**src/rtl/alu_share_arbiter.sv**
```systemverilog
// alu_share_arbiter
// Time-shares one combinational ALU between two requesters. Requester 0 is the
// execute path and requester 1 is an auxiliary unit. Grants are round-robin.
// Each operation walks IDLE -> EXEC -> RESP. Operands are registered before
// they reach the ALU, and the ALU result is registered before it is returned.
// When nothing is in flight, the ALU inputs are held at PARK_OP with zero
// operands. This keeps the ALU's unknown-opcode abort path quiet.

module alu_share_arbiter #(
    parameter int              DATA_W  = 32,
    parameter int              OP_W    = 4,
    parameter logic [OP_W-1:0] PARK_OP = 4'b0000
) (
    input  logic              clk,
    input  logic              rst_n,

    // requester 0 (execute path)
    input  logic              req0_valid,
    output logic              req0_ready,
    input  logic [OP_W-1:0]   req0_op,
    input  logic [DATA_W-1:0] req0_a,
    input  logic [DATA_W-1:0] req0_b,
    output logic              resp0_valid,
    input  logic              resp0_ready,
    output logic [DATA_W-1:0] resp0_result,
    output logic              resp0_zero,
    output logic              resp0_less,

    // requester 1 (auxiliary unit)
    input  logic              req1_valid,
    output logic              req1_ready,
    input  logic [OP_W-1:0]   req1_op,
    input  logic [DATA_W-1:0] req1_a,
    input  logic [DATA_W-1:0] req1_b,
    output logic              resp1_valid,
    input  logic              resp1_ready,
    output logic [DATA_W-1:0] resp1_result,
    output logic              resp1_zero,
    output logic              resp1_less,

    // shared ALU
    output logic [OP_W-1:0]   alu_op,
    output logic [DATA_W-1:0] alu_a,
    output logic [DATA_W-1:0] alu_b,
    input  logic [DATA_W-1:0] alu_result,
    input  logic              alu_zero,
    input  logic              alu_less,

    output logic              busy
);

    typedef enum logic [1:0] {
        ST_IDLE = 2'b00,
        ST_EXEC = 2'b01,
        ST_RESP = 2'b10
    } state_t;

    state_t              state_r;
    state_t              state_s;

    // Requester that was served last. Ties go to the other side.
    logic                last_grant_r;
    // Requester whose operation is currently in flight.
    logic                owner_r;

    logic                grant_valid_s;
    logic                grant_sel_s;
    logic                req_hs_s;
    logic                resp_hs_s;

    logic [OP_W-1:0]     sel_op_s;
    logic [DATA_W-1:0]   sel_a_s;
    logic [DATA_W-1:0]   sel_b_s;

    logic [OP_W-1:0]     op_r;
    logic [DATA_W-1:0]   a_r;
    logic [DATA_W-1:0]   b_r;

    logic [DATA_W-1:0]   result_r;
    logic                zero_r;
    logic                less_r;

    logic                resp0_valid_r;
    logic                resp1_valid_r;
    logic                busy_r;
    logic                resp0_valid_s;
    logic                resp1_valid_s;
    logic                busy_s;

    // Round-robin grant selection: a lone requester wins; on a tie the side not served last wins
    always_comb begin
        grant_valid_s = 1'b0;
        grant_sel_s   = 1'b0;
        if (req0_valid && req1_valid) begin
            grant_valid_s = 1'b1;
            grant_sel_s   = ~last_grant_r;
        end else if (req0_valid) begin
            grant_valid_s = 1'b1;
            grant_sel_s   = 1'b0;
        end else if (req1_valid) begin
            grant_valid_s = 1'b1;
            grant_sel_s   = 1'b1;
        end else begin
            grant_valid_s = 1'b0;
            grant_sel_s   = 1'b0;
        end
    end

    // Ready is combinational from valid and last_grant. It is gated by rst_n so that it stays low during reset.
    assign req0_ready = rst_n & (state_r == ST_IDLE) & grant_valid_s & ~grant_sel_s;
    assign req1_ready = rst_n & (state_r == ST_IDLE) & grant_valid_s &  grant_sel_s;

    assign req_hs_s  = (req0_valid & req0_ready) | (req1_valid & req1_ready);
    assign resp_hs_s = (state_r == ST_RESP) & (owner_r ? resp1_ready : resp0_ready);

    // Payload multiplexer feeding the operand registers from the granted side
    always_comb begin
        sel_op_s = req0_op;
        sel_a_s  = req0_a;
        sel_b_s  = req0_b;
        if (grant_sel_s) begin
            sel_op_s = req1_op;
            sel_a_s  = req1_a;
            sel_b_s  = req1_b;
        end else begin
            sel_op_s = req0_op;
            sel_a_s  = req0_a;
            sel_b_s  = req0_b;
        end
    end

    // Next-state logic plus next values of the registered status outputs
    always_comb begin
        state_s = state_r;
        case (state_r)
            ST_IDLE: begin
                if (req_hs_s) begin
                    state_s = ST_EXEC;
                end else begin
                    state_s = ST_IDLE;
                end
            end
            ST_EXEC: begin
                state_s = ST_RESP;
            end
            ST_RESP: begin
                if (resp_hs_s) begin
                    state_s = ST_IDLE;
                end else begin
                    state_s = ST_RESP;
                end
            end
            default: begin
                state_s = ST_IDLE;
            end
        endcase
        // owner_r only changes in IDLE, so it already names the right side whenever the next state is RESP
        resp0_valid_s = (state_s == ST_RESP) & ~owner_r;
        resp1_valid_s = (state_s == ST_RESP) &  owner_r;
        busy_s        = (state_s != ST_IDLE);
    end

    // State, ownership and round-robin history registers
    always_ff @(posedge clk or negedge rst_n) begin
        if (!rst_n) begin
            state_r      <= ST_IDLE;
            last_grant_r <= 1'b1;
            owner_r      <= 1'b0;
        end else begin
            state_r <= state_s;
            if (req_hs_s) begin
                owner_r <= grant_sel_s;
            end
            if (resp_hs_s) begin
                last_grant_r <= owner_r;
            end
        end
    end

    // Operand registers: capture on accept, park again once the response is consumed
    always_ff @(posedge clk or negedge rst_n) begin
        if (!rst_n) begin
            op_r <= PARK_OP;
            a_r  <= {DATA_W{1'b0}};
            b_r  <= {DATA_W{1'b0}};
        end else if (req_hs_s) begin
            op_r <= sel_op_s;
            a_r  <= sel_a_s;
            b_r  <= sel_b_s;
        end else if (resp_hs_s) begin
            op_r <= PARK_OP;
            a_r  <= {DATA_W{1'b0}};
            b_r  <= {DATA_W{1'b0}};
        end
    end

    // Response registers: sample the ALU at the end of EXEC and hold the values through RESP
    always_ff @(posedge clk or negedge rst_n) begin
        if (!rst_n) begin
            result_r <= {DATA_W{1'b0}};
            zero_r   <= 1'b0;
            less_r   <= 1'b0;
        end else if (state_r == ST_EXEC) begin
            result_r <= alu_result;
            zero_r   <= alu_zero;
            less_r   <= alu_less;
        end
    end

    // Registered response-valid and busy flags. The async reset drops them immediately.
    always_ff @(posedge clk or negedge rst_n) begin
        if (!rst_n) begin
            resp0_valid_r <= 1'b0;
            resp1_valid_r <= 1'b0;
            busy_r        <= 1'b0;
        end else begin
            resp0_valid_r <= resp0_valid_s;
            resp1_valid_r <= resp1_valid_s;
            busy_r        <= busy_s;
        end
    end

    assign alu_op       = op_r;
    assign alu_a        = a_r;
    assign alu_b        = b_r;

    assign resp0_valid  = resp0_valid_r;
    assign resp0_result = result_r;
    assign resp0_zero   = zero_r;
    assign resp0_less   = less_r;

    assign resp1_valid  = resp1_valid_r;
    assign resp1_result = result_r;
    assign resp1_zero   = zero_r;
    assign resp1_less   = less_r;

    assign busy         = busy_r;

endmodule

```
**config.mk**
```make
export PLATFORM = sky130hd
export DESIGN_NAME = alu_share_arbiter
export DESIGN_NICKNAME = d
export VERILOG_FILES = /design/src/rtl/alu_share_arbiter.sv
export SDC_FILE = /design/constraint.sdc
export NUM_CORES = 1
export LEC_CHECK = 0
export CAP_MARGIN = 20
export CORE_AREA = 2 2 123 125
export DETAILED_ROUTE_END_ITERATION = 12
export DIE_AREA = 0 0 125 127
export PLACE_DENSITY_LB_ADDON = 0.3
export SLEW_MARGIN = 20
export SYNTH_ARGS = -nofsm -noshare
export SYNTH_HDL_FRONTEND = slang
export SYNTH_SLANG_ARGS = --single-unit
```
**constraint.sdc**
```tcl
create_clock -name clk -period 5.9 [get_ports clk]
set_clock_uncertainty 0.15 [all_clocks]
set_input_delay 1.475 -clock clk [delete_from_list [all_inputs] [get_ports clk]]
set_output_delay 1.475 -clock clk [all_outputs]
set_load 0.01 [all_outputs]
```
==> metrics.csv <==
metric,value,unit
status,finished clean,
Syn Inst Count,362,
Fill cells,1225,
Mapped Area,5097,sq um
"EDFF count, synth",0,
die width,125,um
Worst-path clk slew,70,ps
Netlist cell types,25,
synth-to-layout area growth,65.19,%
Synth Area per Inst,14.08,sq um
Finish-stage setup viols,0,
Final Cell Area,8421,sq um
Buffers on Ports,316,
crit path max fanout,14,
WP data required,4280,ps
n_diodes,0,
GR Util All Layers,18.59,%
Leak Pwr,3.504,nW
HPWL Detailed,11500,um
VDD IR max,0.0003149,V
register area share after synthesis,53.53,%
FF-to-FF Start,owner_r,
Post-DP Area,8107,sq um
vias per cell,4.731,
Worst Setup End Kind,output pin,
"FFs w/ async S/R, synth",100.0,%
max-slew violations,0,
CTS buffer count,9,
Core Area,14420,sq um
Main synth FF type,dfrtp_1,
max-cap violations,0,
CP Class,in2out,
die area,15880,sq um
Root Buffer,clkbuf_16,
Remaining DRCs,0,
Critical path origin,req0_valid,
routed wire length per instance,17.99,um
final setup margin,932.9,ps
H-tree lvl count,3,
Yosys reg bits,109,
CTS resizes,0,
post-route minimum period,4967,ps
I/O pin count,317,
Hold Crit Start,alu_a[27],
number of cell rows,44,
Die H,127,um
routability cong.,0.7736,
synth warn,0,
first-pass iteration count of the detailed router,4,
vias,3894,
Worst slew margin,38.28,%
HP Class,reg2reg,
area of the multi-input gates,1923,sq um
CTS Sinks,109,
Setup Buffers After CTS,0,
share of cells above drive strength 1,12.99,%
setup slack after placement,919.1,ps
CTS tree,built,
first-pass GRT wire length,23290,um
Finished Core Util,58.38,%
worst slew pin tran,925.8,ps
initial core utilization,35.34,%
Detail Route Antenna Nets,0,
Final Cycle Share,84.19,%
Initial DRC Count,125,
WP data arrival,3340,ps
pwr dens,495.7,nW/um^2
Clock Latency Late Sink,340,ps
Setup crit start kind,input port,
syn nets,538,
Final Net Count,811,
setup_tns,0,ps
initial antenna violation count,0,
hold_buf cts,0,
RSZ-0062 raised after global routing,false,
Max Freq,201.3,MHz
final hold violations,0,
clock buffer depth,2,
largest net degree at the start of global routing,69,
vias in the first global route,4233,
grt total ovfl,0,
storage element area,2729,sq um
final WL,14800,um
where the power goes:
part / switching (W) / internal (W) / total, W
Combinational: 0.000850 / 0.00129 / 0.00214
Sequential: 0.000259 / 0.00113 / 0.00139
Clock: 0.000263 / 0.000379 / 0.000642
Total: 0.00137 / 0.00280 / 0.00417
through the flow:
stage / instances / power [W] / hold WS [ps]
finish: 823 / 0.004174 / 338.1
global route: 823 / 0.004414 / 351.6
CTS: 823 / 0.004238 / 341.5
detailed placement: 808 / 0.003571 / 323.2
global placement: 808 / 0.003533 / 320.1
floorplan: 362 / 0.002443 / 325.4
sequential cells by signal, summed over array words and instances, names as in the netlist:
name          flops
alu_a            32
owner_r           1
state_r           2
resp0_result     32
last_grant_r      1
resp1_valid       1
resp0_less        1
alu_op            4
resp0_valid       1
busy              1
alu_b            32
resp0_zero        1
synth_stat cells (2+ instances only):
library cell	count	area [sq um]
a21boi_0	2	15.01
a21oi_1	2	10.01
buf_2	11	55.05
buf_4	35	262.8
buf_6	10	112.6
clkbuf_1	5	18.77
dfrtp_1	108	2703
inv_1	2	7.510
mux2_2	34	382.9
mux2i_1	69	690.7
nor2_1	4	15.01
o2bb2ai_1	48	420.4
o2bb2ai_2	20	300.3
worst paths after layout:
path	end	slack, ps	depth (start not counted)
setup / recovery	req1_ready	930	6
hold / removal	alu_a[27]	340	1
setup reg to reg	alu_a[24]	3520	4
hold reg to reg	alu_a[27]	340	1
max in group asynchronous	alu_b[19]	3280	3
min in group asynchronous	alu_a[17]	1040	2
cell type report:
| class | instances | area share, % |
|---|---|---|
| timing repair buffer | 323 | 38.16 |
| sequential | 109 | 32.41 |
| multi-input combinational | 189 | 22.84 |
| clock buffer | 10 | 2.838 |
| tap | 184 | 2.734 |
| clock inverter | 5 | 0.8915 |
| inverter | 3 | 0.1337 |
cells in the final DEF, fill, tap and decap left out:
| cell | n |
|---|---|
| clkbuf_8 | 1 |
| inv_1 | 2 |
| a21oi_1 | 2 |
| dfrtp_1 | 108 |
| a21boi_4 | 1 |
| mux2i_1 | 69 |
| o2bb2ai_2 | 20 |
| clkdlybuf4s50_1 | 315 |
| or3b_1 | 1 |
| nor2b_1 | 1 |
| o2bb2ai_1 | 48 |
| clkbuf_16 | 9 |
| nor3b_1 | 1 |
| inv_2 | 1 |
| or2_2 | 1 |
| nor2_1 | 4 |
| buf_4 | 8 |
| mux2_2 | 34 |
| and2_1 | 1 |
| clkinv_2 | 3 |
| o32a_2 | 1 |
| dfstp_2 | 1 |
| a21boi_0 | 1 |
| bufinv_16 | 2 |
| mux2_1 | 1 |
| nand2_1 | 1 |
| nand2b_2 | 1 |
| nand3b_1 | 1 |
critical path, cell delays in order:
cell and delay [ps]:
clkdlybuf4s50_1 540, nor2_1 90, or2_2 430, inv_2 130, and2_1 120, clkdlybuf4s50_1 550
cells by family after synthesis:
logic type / after synthesis / share of synthesized area [%]
flops: 109 / 53.53
mux: 104 / 21.28
compound gates: 73 / 14.83
buf+inv: 64 / 9.033
simple gates: 12 / 1.326
metal layers:
layer | wire length, um | global-route usage (%)
met5 | 0 | 0
met4 | 286 | 6.471
met3 | 1581 | 8.124
met2 | 7506 | 33.09
met1 | 5428 | 19.71
Note: power is estimated with default switching activity, not from simulation.
